--- src/rtl/genius_pkg.sv ---
// Shared types and constants for the Genius (Simon) game core.
package genius_pkg;

  typedef enum logic [2:0] {
    IDLE,
    ADD,
    SHOW_ON,
    SHOW_OFF,
    WAIT_IN,
    APPEND,
    WIN,
    LOSE
  } state_e;

  typedef enum logic {
    MODE_SIGA     = 1'b0,
    MODE_MANDO_EU = 1'b1
  } mode_e;

  typedef enum logic [1:0] {
    DIFF_HARD  = 2'b00,
    DIFF_MED   = 2'b01,
    DIFF_EASY  = 2'b10,
    DIFF_PRACT = 2'b11
  } diff_e;

  localparam logic [15:0] LFSR_SEED = 16'hACE1;
  localparam logic [15:0] LFSR_TAPS = 16'hB400;

endpackage

--- src/rtl/genius_lfsr.sv ---
// Free-running Galois LFSR; exposes only the low OUT_W bits used as a colour code.
module genius_lfsr #(
  parameter int               WIDTH = 16,
  parameter int               OUT_W = 2,
  parameter logic [WIDTH-1:0] TAPS  = WIDTH'(16'hB400),
  parameter logic [WIDTH-1:0] SEED  = WIDTH'(16'hACE1)
) (
  input  logic             clk,
  input  logic             rst_n,
  input  logic             en,
  output logic [OUT_W-1:0] q
);

  logic [WIDTH-1:0] lfsr_r;

  // Shift right, folding the taps in whenever a one falls out of bit 0.
  always_ff @(posedge clk or negedge rst_n) begin
    if (!rst_n) begin
      lfsr_r <= SEED;
    end else if (en) begin
      lfsr_r <= (lfsr_r >> 1) ^ (lfsr_r[0] ? TAPS : '0);
    end
  end

  assign q = lfsr_r[OUT_W-1:0];

endmodule

--- src/rtl/genius_core_n.sv ---
// Genius (Simon) game core for N colours: sequence memory, display timing,
// press decoding with multi-press and idle-timeout detection.
module genius_core_n
  import genius_pkg::*;
#(
  parameter int NUM_COLORS     = 4,
  parameter int COLOR_CODEFY_W = $clog2(NUM_COLORS),
  parameter int ADDR_WIDTH     = 5,
  parameter int MAX_LEN        = 31,
  parameter int LFSR_WIDTH     = 16,
  parameter int TGT_HARD       = 31,
  parameter int TGT_MED        = 16,
  parameter int TGT_EASY       = 8,
  parameter int TGT_PRACT      = 4,
  parameter int SHOW_FAST      = 8,
  parameter int SHOW_SLOW      = 16,
  parameter int TIMEOUT        = 64
) (
  input  logic                  clk,
  input  logic                  rst_n,
  input  logic                  start,
  input  logic                  mode_button,
  input  logic [1:0]            difficulty_button,
  input  logic                  speed_button,
  input  logic [NUM_COLORS-1:0] button,
  output logic [NUM_COLORS-1:0] led,
  output logic [ADDR_WIDTH-1:0] lcd_display,
  output logic                  win,
  output logic                  lose,
  output logic                  busy
);

  localparam int CW           = COLOR_CODEFY_W;
  localparam int CNT_MAX_SHOW = (SHOW_SLOW > SHOW_FAST) ? SHOW_SLOW : SHOW_FAST;
  localparam int CNT_MAX      = (TIMEOUT > CNT_MAX_SHOW) ? TIMEOUT : CNT_MAX_SHOW;
  localparam int CNT_W        = $clog2(CNT_MAX + 1);

  localparam logic [ADDR_WIDTH-1:0] ONE_A     = ADDR_WIDTH'(1);
  localparam logic [ADDR_WIDTH-1:0] MAX_LEN_A = ADDR_WIDTH'(MAX_LEN);
  localparam logic [CNT_W-1:0]      ONE_C     = CNT_W'(1);
  localparam logic [CNT_W-1:0]      TIMEOUT_C = CNT_W'(TIMEOUT);
  localparam logic [NUM_COLORS-1:0] ONE_N     = NUM_COLORS'(1);

  function automatic logic [NUM_COLORS-1:0] code_to_onehot(input logic [CW-1:0] code);
    return ONE_N << code;
  endfunction

  function automatic logic [CW-1:0] onehot_to_code(input logic [NUM_COLORS-1:0] oh);
    logic [CW-1:0] code;
    code = '0;
    for (int i = 0; i < NUM_COLORS; i++) code = oh[i] ? CW'(i) : code;
    return code;
  endfunction

  state_e                  state_r, state_n;
  mode_e                   mode_r, mode_n;
  diff_e                   diff_r, diff_n;
  logic                    speed_r, speed_n;
  logic [ADDR_WIDTH-1:0]   len_r, len_n, idx_r, idx_n, score_r, score_n, target_s;
  logic [CNT_W-1:0]        cnt_r, cnt_n, show_t_s, half_s;
  logic [NUM_COLORS-1:0]   btn_q_r, edge_s, led_r, led_n;
  logic                    start_q_r, start_edge_s, valid_s, multi_s;
  logic                    win_r, lose_r, busy_r, busy_n;
  logic                    mem_we_s;
  logic [ADDR_WIDTH-1:0]   mem_waddr_s;
  logic [CW-1:0]           mem_wdata_s, lfsr_color_s, press_code_s, show_code_s;
  logic [CW-1:0]           mem_r [0:MAX_LEN-1];

  genius_lfsr #(
    .WIDTH (LFSR_WIDTH),
    .OUT_W (CW),
    .TAPS  (LFSR_WIDTH'(LFSR_TAPS)),
    .SEED  (LFSR_WIDTH'(LFSR_SEED))
  ) u_lfsr (
    .clk   (clk),
    .rst_n (rst_n),
    .en    (1'b1),
    .q     (lfsr_color_s)
  );

  assign start_edge_s = start & ~start_q_r;
  assign edge_s       = button & ~btn_q_r;
  assign valid_s      = (edge_s != '0) && ((edge_s & (edge_s - ONE_N)) == '0);
  assign multi_s      = (edge_s != '0) && !valid_s;
  assign press_code_s = onehot_to_code(edge_s);
  assign show_t_s     = speed_r ? CNT_W'(SHOW_FAST) : CNT_W'(SHOW_SLOW);
  assign half_s       = ((show_t_s >> 1) == '0) ? ONE_C : (show_t_s >> 1);

  // Target length selected by the captured difficulty.
  always_comb begin
    case (diff_r)
      DIFF_HARD: target_s = ADDR_WIDTH'(TGT_HARD);
      DIFF_MED:  target_s = ADDR_WIDTH'(TGT_MED);
      DIFF_EASY: target_s = ADDR_WIDTH'(TGT_EASY);
      default:   target_s = ADDR_WIDTH'(TGT_PRACT);
    endcase
  end

  // Next-state, sequence bookkeeping and memory write control.
  always_comb begin
    state_n     = state_r;
    mode_n      = mode_r;
    diff_n      = diff_r;
    speed_n     = speed_r;
    len_n       = len_r;
    idx_n       = idx_r;
    score_n     = score_r;
    cnt_n       = cnt_r;
    mem_we_s    = 1'b0;
    mem_waddr_s = len_r;
    mem_wdata_s = lfsr_color_s;
    if (start_edge_s) begin
      mode_n  = mode_e'(mode_button);
      diff_n  = diff_e'(difficulty_button);
      speed_n = speed_button;
      len_n   = '0;
      idx_n   = '0;
      score_n = '0;
      cnt_n   = '0;
      state_n = mode_button ? APPEND : ADD;
    end else begin
      case (state_r)
        ADD: begin
          if (len_r < MAX_LEN_A) begin
            mem_we_s = 1'b1;
            len_n    = len_r + ONE_A;
          end else begin
            len_n = len_r;
          end
          idx_n   = '0;
          cnt_n   = '0;
          state_n = SHOW_ON;
        end
        SHOW_ON: begin
          if (cnt_r == show_t_s - ONE_C) begin
            cnt_n   = '0;
            state_n = SHOW_OFF;
          end else begin
            cnt_n = cnt_r + ONE_C;
          end
        end
        SHOW_OFF: begin
          if (cnt_r != half_s - ONE_C) begin
            cnt_n = cnt_r + ONE_C;
          end else if (idx_r < len_r - ONE_A) begin
            cnt_n   = '0;
            idx_n   = idx_r + ONE_A;
            state_n = SHOW_ON;
          end else begin
            cnt_n   = '0;
            idx_n   = '0;
            state_n = WAIT_IN;
          end
        end
        WAIT_IN: begin
          if (multi_s) begin
            state_n = LOSE;
          end else if (valid_s) begin
            cnt_n = '0;
            if (press_code_s != mem_r[idx_r]) begin
              state_n = LOSE;
            end else if (idx_r < len_r - ONE_A) begin
              idx_n = idx_r + ONE_A;
            end else if (mode_r == MODE_MANDO_EU) begin
              state_n = APPEND;
            end else begin
              score_n = (len_r >= target_s) ? target_s : len_r;
              state_n = (len_r >= target_s) ? WIN : ADD;
            end
          end else if (cnt_r == TIMEOUT_C - ONE_C) begin
            state_n = LOSE;
          end else begin
            cnt_n = cnt_r + ONE_C;
          end
        end
        APPEND: begin
          if (multi_s) begin
            state_n = LOSE;
          end else if (valid_s) begin
            cnt_n = '0;
            idx_n = '0;
            if (len_r < MAX_LEN_A) begin
              mem_we_s    = 1'b1;
              mem_wdata_s = press_code_s;
              len_n       = len_r + ONE_A;
            end else begin
              len_n = len_r;
            end
            score_n = (len_n >= target_s) ? target_s : len_n;
            state_n = (len_n >= target_s) ? WIN : WAIT_IN;
          end else if (cnt_r == TIMEOUT_C - ONE_C) begin
            state_n = LOSE;
          end else begin
            cnt_n = cnt_r + ONE_C;
          end
        end
        default: state_n = state_r;
      endcase
    end
  end

  // The colour shown next cycle may be the one being written this cycle (ADD into slot 0).
  assign show_code_s = (mem_we_s && (mem_waddr_s == idx_n)) ? mem_wdata_s : mem_r[idx_n];

  // Output values for the upcoming state, registered below so they line up with it.
  always_comb begin
    case (state_n)
      SHOW_ON:         led_n = code_to_onehot(show_code_s);
      WAIT_IN, APPEND: led_n = button;
      default:         led_n = '0;
    endcase
    case (state_n)
      IDLE, WIN, LOSE: busy_n = 1'b0;
      default:         busy_n = 1'b1;
    endcase
  end

  // Sequence memory; contents are meaningless until written in the current game.
  always_ff @(posedge clk) begin
    if (mem_we_s) begin
      mem_r[mem_waddr_s] <= mem_wdata_s;
    end
  end

  // Control state and registered outputs.
  always_ff @(posedge clk or negedge rst_n) begin
    if (!rst_n) begin
      state_r   <= IDLE;
      mode_r    <= MODE_SIGA;
      diff_r    <= DIFF_HARD;
      speed_r   <= 1'b0;
      len_r     <= '0;
      idx_r     <= '0;
      score_r   <= '0;
      cnt_r     <= '0;
      btn_q_r   <= '0;
      start_q_r <= 1'b0;
      led_r     <= '0;
      win_r     <= 1'b0;
      lose_r    <= 1'b0;
      busy_r    <= 1'b0;
    end else begin
      state_r   <= state_n;
      mode_r    <= mode_n;
      diff_r    <= diff_n;
      speed_r   <= speed_n;
      len_r     <= len_n;
      idx_r     <= idx_n;
      score_r   <= score_n;
      cnt_r     <= cnt_n;
      btn_q_r   <= button;
      start_q_r <= start;
      led_r     <= led_n;
      win_r     <= (state_n == WIN);
      lose_r    <= (state_n == LOSE);
      busy_r    <= busy_n;
    end
  end

  assign led         = led_r;
  assign lcd_display = score_r;
  assign win         = win_r;
  assign lose        = lose_r;
  assign busy        = busy_r;

endmodule

--- config.mk ---
export PLATFORM = sky130hd
export DESIGN_NAME = genius_core_n
export DESIGN_NICKNAME = d
export VERILOG_FILES = /design/src/rtl/genius_pkg.sv /design/src/rtl/genius_lfsr.sv /design/src/rtl/genius_core_n.sv
export SDC_FILE = /design/constraint.sdc
export NUM_CORES = 1
export LEC_CHECK = 0
export CORE_UTILIZATION = 50
export DETAILED_ROUTE_END_ITERATION = 12
export GPL_ROUTABILITY_DRIVEN = 0
export PLACE_DENSITY_LB_ADDON = 0.05
export SETUP_SLACK_MARGIN = 0.3
export SYNTH_ARGS = -nofsm -noshare
export SYNTH_HDL_FRONTEND = slang
export SYNTH_HIERARCHICAL = 1
export SYNTH_SLANG_ARGS = --single-unit
--- constraint.sdc ---
create_clock -name clk -period 8.14 [get_ports clk]
set_clock_uncertainty 0.1 [all_clocks]
set_input_delay 1.221 -clock clk [delete_from_list [all_inputs] [get_ports clk]]
set_output_delay 1.221 -clock clk [all_outputs]
set_load 0.05 [all_outputs]
==> impl_metrics.py, run 1 <==
metrics = {
    "worst_setup_path": {
        "critical_path.max_fanout": 26,
        "path_common_cell": "ha_1",
        "cp_top_family": "compound AO/OA/AOI/OAI gates",
        "cp_slowest_cell": "dfrtp_1",
        "path_cells": "nor3_1, xnor2_1, ha_1, o21ai_0, a21oi_1, o21ai_1, nand2_1, clkinv_1, ha_1, or3_1, o221ai_1, mux2i_4, buf_4, inv_2, mux4_2, mux2_2, o221ai_2, o31ai_1, a32o_1",
        "crit_arrival_ps": 5880,
        "cp.required_ps": 8350,
        "crit_type": "reg2reg",
        "worst_setup_path_end_kind": "flop",
        "slowest_delay_ps": 840,
        "crit_buf_inv": 3,
        "crit_path_start_kind": "flop",
    },
    "cts": {
        "postCtsSetupBuffers": 0,
        "cts_tree": "built",
        "cts_made_buffers": 17,
        "clkSlewWorstSetupHoldPaths_ps": 60,
        "cts.sinks": 119,
        "cts_max_level": 4,
        "ctsResizeCount": 0,
        "cts_hold_buf": 0,
        "cts_root_buf": "clkbuf_16",
        "clockBufferDepth": 2,
        "clk_latency_ps": 430,
    },
    "sta": {
        "clock.fmax_mhz": 176,
        "period_needed_ps": 5670,
        "setup_viol": 0,
        "slew_headroom_pct": 15.9,
        "min_period_over_period_pct": 69.7,
        "worst_slack_ps": 2470,
        "finalSetupTns_ps": 0,
        "rsz0062_at_grt": "false",
        "worstMarginPinSlew_ps": 1250,
        "maxSlewViolCount": 0,
        "hold_viol": 0,
    },
    "global_routing": {
        "overflow": 0,
        "grt_pass1_vias": 5238,
        "grt_max_degree": 58,
        "antenna_found_initial": 0,
        "track_usage_pct": 25.0,
        "grt_pass1_wl_um": 28100,
    },
    "final_layout": {
        "layout_commonest_cell": "nor2_1",
        "num_antenna_cells": 0,
        "final_cell_mix": "nor2_1 (71), nand2_1 (66), edfxtp_1 (62), mux2i_1 (51), dfrtp_1 (49)",
        "fillCellCount": 1159,
        "drive_gt1_share_pct": 13.9,
        "fin_nets": 727,
        "post-route-cell-area_um2": 8080,
        "instances_no_fill": 880,
        "multi_input_area_um2": 3730,
        "area_delta_synth_final_pct": 10.8,
        "seqCellArea_um2": 3300,
    },
    "synth": {
        "synth_area_um2": 7300,
        "ys_ff_latch": 119,
        "synth-edff-count": 62,
        "syn_area_per_cell_um2": 10.8,
        "synthesis.nets": 715,
        "yosysUniqueCellTypes": 84,
        "ys_warn_count": 6,
        "async_flop_share_pct": 47.9,
        "syn_inst": 677,
        "ys_seq_area_share_pct": 45.2,
        "synth_flop_cell": "edfxtp_1",
    },
    "placement": {
        "portBuffers": 22,
        "place.detailed.hpwl_um": 12200,
        "place_worst_setup_slack_ps": 2420,
        "placed_area_um2": 7560,
        "dp_cells": 850,
    },
    "power": {
        "power_mw": 2.75,
        "p_clk_share_pct": 24.4,
        "leakage_nw": 3.15,
        "p_int_mw": 1.68,
        "ir_drop_uv": 168,
        "power_density_nw_per_um2": 340,
        "p_seq_share_pct": 32.9,
        "swShare_pct": 38.9,
        "power_switching_mw": 1.07,
        "p_comb_share_pct": 42.7,
    },
    "routing": {
        "drtAntennaViolNets": 0,
        "drt_pass1_iterations": 5,
        "vias": 5425,
        "routed_via_density": 6.16,
        "drc_errors": 0,
        "drt_iter0_drc": 354,
        "wirelength_um": 17500,
        "avgRoutedWirePerCell_um": 19.9,
    },
    "floorplanning": {
        "core_area_um2": 14000,
        "row_count": 43,
        "start_util_pct": 52.0,
        "io_pins": 23,
        "die_h_um": 123,
        "die_w_um": 123,
        "dieArea_um2": 15100,
    },
    "outcome": {
        "outcome": "complete, no violations",
    },
    "worst_hold_path": {
        "hold_path_class": "reg2reg",
    },
    "run": {
        "drv_cap": 0,
    },
}
==> metrics by stage <==
stage	hold slack, ps	utilization (%)
after CTS	380	57.6
after floorplan	361	-
final	376	57.6
after detailed placement	367	53.9
after global routing	406	57.6
after global placement	363	53.9
==> worst paths after layout <==
| check | startpoint | to | slack, ps | depth (start not counted) |
|---|---|---|---|---|
| max | len_r[2] | led[1] | 2470 | 19 |
| min | lcd_display[4] | lcd_display[4] | 380 | 2 |
| max reg2reg | len_r[2] | led[1] | 2470 | 19 |
| min reg2reg | lcd_display[4] | lcd_display[4] | 380 | 2 |
| max in group asynchronous | rst_n | idx_r[2] | 6590 | 2 |
| min in group asynchronous | rst_n | cnt_r[0] | 860 | 2 |
==> registers in the layout, summed over array words and instances (netlist names), 4 cells and up <==
name and count:
lcd_display 5, mem_r 62, len_r 5, idx_r 5, led 4, cnt_r 7, u_lfsr/lfsr_r 16, btn_q_r 4
==> power groups by stage <==
stage | logic [mW] | clock network, mW | registers, mW
3_5_place_dp | 1.16 | 0 | 0.915
2_1_floorplan | 0.899 | 0 | 0.913
5_1_grt | 1.28 | 0.708 | 0.918
4_1_cts | 1.17 | 0.681 | 0.905
3_3_place_gp | 1.14 | 0 | 0.910
6_report | 1.18 | 0.671 | 0.904
==> synthesized netlist by cell type (3+ instances only) <==
master / number / area (um^2)
ha_1: 27 / 338
edfxtp_1: 62 / 1860
mux2_4: 5 / 75.1
buf_12: 3 / 60.1
xor2_1: 3 / 26.3
or3_1: 5 / 31.3
o22ai_1: 5 / 31.3
buf_6: 5 / 56.3
xnor2_1: 11 / 96.3
dfrtp_1: 49 / 1230
a21o_1: 5 / 37.5
nand3b_1: 5 / 37.5
mux2i_1: 51 / 510
o211ai_1: 8 / 60.1
or4_1: 4 / 30.0
buf_2: 4 / 20.0
mux2_2: 16 / 180
o31ai_1: 8 / 60.1
or2_2: 6 / 37.5
and3_1: 6 / 37.5
a22oi_1: 4 / 30.0
nor2_1: 71 / 267
a21oi_1: 28 / 140
a22o_1: 5 / 43.8
nand2b_1: 16 / 100
o221ai_1: 3 / 26.3
a211oi_1: 5 / 37.5
o21ai_1: 3 / 15.0
inv_1: 15 / 56.3
mux4_2: 9 / 203
a32o_1: 3 / 30.0
nand2_1: 66 / 248
clkbuf_1: 18 / 67.6
o211a_1: 3 / 30.0
a31oi_1: 4 / 25.0
nor3_1: 14 / 70.1
o21ai_0: 22 / 110
nor4_1: 4 / 25.0
dfstp_2: 8 / 210
o21bai_1: 3 / 22.5
and2_1: 5 / 31.3
nor2b_1: 12 / 75.1
nand3_1: 13 / 65.1
==> worst min-delay path, cell delays in order (launching register included) <==
cell	delay, ps
dfrtp_1	340
nand2_1	50
o31ai_1	50
==> logic make-up (layout without fill, tap and decap cells) <==
| family | count (synthesis) | count (layout) | synth area share [%] |
|---|---|---|---|
| and+or+nand+nor | 240 | 240 | 16.2 |
| muxes | 84 | 84 | 14.1 |
| DFF | 119 | 119 | 45.2 |
| xor gates and xnor gates | 14 | 14 | 1.68 |
| adders and majority gates | 27 | 27 | 4.63 |
| other | 1 | 1 | 0.0514 |
| buffers and inverters | 51 | 74 | 3.98 |
| AOI/OAI and AO/OA | 141 | 141 | 14.2 |
==> routing by layer <==
layer | track usage, % | vias up | routed length, um
met5 | 0 | - | 0
met4 | 9.91 | 0 | 325
met3 | 5.07 | 25 | 901
met2 | 37.9 | 173 | 7960
met1 | 35.1 | 2685 | 8330
li1 | - | 2542 | -
==> layout make-up <==
class	count	area share, %
Clock buffer	19	5.36
Clock inverter	11	1.07
Inverter	18	0.836
Multi-Input combinational cell	507	46.1
Sequential cell	119	40.8
Tap cell	180	2.79
Timing Repair Buffer	26	3.03
(Power assumes the default switching activity.)
==> run 2: changes to the inputs <==
==> constraint.sdc (replaced) <==
create_clock -name clk -period 5.9 [get_ports clk]
set_clock_uncertainty 0.1 [all_clocks]
set_input_delay 0.885 -clock clk [delete_from_list [all_inputs] [get_ports clk]]
set_output_delay 0.885 -clock clk [all_outputs]
set_load 0.05 [all_outputs]
==> impl_metrics.py, run 2 (synthesis results as in run 1) <==
metrics = {
    "final_layout": {
        "num_antenna_cells": 0,
        "utilization_pct": 58.5,
        "area_delta_synth_final_pct": 12.5,
        "largest_reg_flops": 62,
        "top_register": "mem_r",
        "top_regs": "mem_r x62, u_lfsr/lfsr_r x16, cnt_r x7",
        "final_cell_mix": "nor2_1 (71), nand2_1 (66), edfxtp_1 (62), mux2i_1 (51), dfrtp_1 (49)",
        "layout_commonest_cell": "nor2_1",
        "instances_no_fill": 891,
        "drive_gt1_share_pct": 15.6,
        "fin_nets": 736,
        "post-route-cell-area_um2": 8210,
        "fillCellCount": 1170,
    },
    "outcome": {
        "outcome": "complete, no violations",
    },
    "sta": {
        "slew_headroom_pct": 19.6,
        "maxSlewViolCount": 0,
        "finalSetupTns_ps": 0,
        "clock.fmax_mhz": 191,
        "hold-worst-slack_ps": 379,
        "period_needed_ps": 5230,
        "setup_viol": 0,
        "rsz0062_at_grt": "false",
        "worst_slack_ps": 675,
        "worstMarginPinSlew_ps": 1200,
        "min_period_over_period_pct": 88.6,
        "hold_viol": 0,
    },
    "floorplanning": {
        "io_pins": 23,
        "dieArea_um2": 15100,
        "core_area_um2": 14000,
        "row_count": 43,
        "start_util_pct": 52.0,
        "die_w_um": 123,
        "die_h_um": 123,
    },
    "global_routing": {
        "grt_max_degree": 58,
        "grt_pass1_vias": 5344,
        "antenna_found_initial": 0,
        "grt_pass1_wl_um": 28300,
        "track_usage_pct": 25.3,
        "overflow": 0,
    },
    "routing": {
        "drc_errors": 0,
        "avgRoutedWirePerCell_um": 19.6,
        "wirelength_um": 17500,
        "routed_via_density": 6.11,
        "drtAntennaViolNets": 0,
        "drt_pass1_iterations": 5,
        "drt_iter0_drc": 340,
        "vias": 5440,
    },
    "placement": {
        "place_worst_setup_slack_ps": 777,
        "dp_cells": 859,
        "place.detailed.hpwl_um": 12500,
        "portBuffers": 22,
        "placed_area_um2": 7620,
    },
    "cts": {
        "cts_made_buffers": 17,
        "clkSlewWorstSetupHoldPaths_ps": 60,
        "cts_hold_buf": 0,
        "ctsResizeCount": 0,
        "cts_tree": "built",
        "cts_max_level": 4,
        "clockBufferDepth": 2,
        "cts_root_buf": "clkbuf_16",
        "clk_latency_ps": 420,
        "postCtsSetupBuffers": 0,
        "cts.sinks": 119,
    },
    "power": {
        "p_seq_share_pct": 31.4,
        "power_density_nw_per_um2": 477,
        "leakage_nw": 3.23,
        "power_switching_mw": 1.50,
        "swShare_pct": 38.2,
        "power_mw": 3.92,
        "p_int_mw": 2.42,
        "p_comb_share_pct": 42.1,
        "p_clk_share_pct": 26.5,
        "ir_drop_uv": 326,
    },
    "worst_setup_path": {
        "critical_path.max_fanout": 24,
        "worst_setup_path_end_kind": "flop",
        "crit_type": "reg2reg",
        "cp.required_ps": 6110,
        "crit_path_start_kind": "flop",
        "crit_arrival_ps": 5430,
    },
    "worst_hold_path": {
        "hold_path_class": "reg2reg",
    },
    "run": {
        "drv_cap": 0,
    },
}
## run 2: path summary, 6_finish.rpt
check                                    to  cells after the start           start  slack [ps]
min in group asynchronous          cnt_r[0]                      2           rst_n         520
max                                  led[2]                     20        len_r[1]         670
max in group asynchronous  u_lfsr/lfsr_r[9]                      2           rst_n        4680
min reg2reg                  lcd_display[4]                      2  lcd_display[4]         380
min                          lcd_display[4]                      2  lcd_display[4]         380
max reg2reg                          led[2]                     20        len_r[1]         670
## run 2: per-layer routing
metal	wire length (um)	vias up	GRT usage, %
li1	-	2562	-
met1	8210	2690	34.3
met2	8070	161	38.9
met3	918	27	6.04
met4	297	0	9.83
met5	0	-	0
## run 2: power by group through the flow
stage | Clock, mW | Sequential (mW) | Combinational [mW]
after floorplan | 0 | 1.26 | 1.24
after global placement | 0 | 1.24 | 1.61
after detailed placement | 0 | 1.25 | 1.63
after CTS | 1.06 | 1.23 | 1.64
after global routing | 1.09 | 1.25 | 1.79
final | 1.04 | 1.23 | 1.65
## run 2: area by class of cell
| cell class | count | area, um^2 | area share (%) |
|---|---|---|---|
| clock buffer | 18 | 429 | 5.23 |
| multi-input combinational | 507 | 3720 | 45.3 |
| clock inverter | 14 | 158 | 1.92 |
| sequential | 119 | 3300 | 40.2 |
| timing repair buffer | 35 | 313 | 3.81 |
| tap | 180 | 225 | 2.74 |
| inverter | 18 | 67.6 | 0.823 |
## run 2: critical path, cell delays in order, from the launching register on
cell and delay [ps]:
dfrtp_1 530, inv_1 220, ha_1 350, ha_1 280, o21ai_1 50, a21oi_1 150, o21ai_1 140, nand2_1 170
clkinv_1 260, ha_1 280, mux2i_1 130, o21a_1 200, o221ai_1 180, mux2i_4 240, buf_4 400, mux2i_1 250
mux2i_1 110, or4_1 480, nand2_1 120, o31ai_1 130, o31ai_1 310
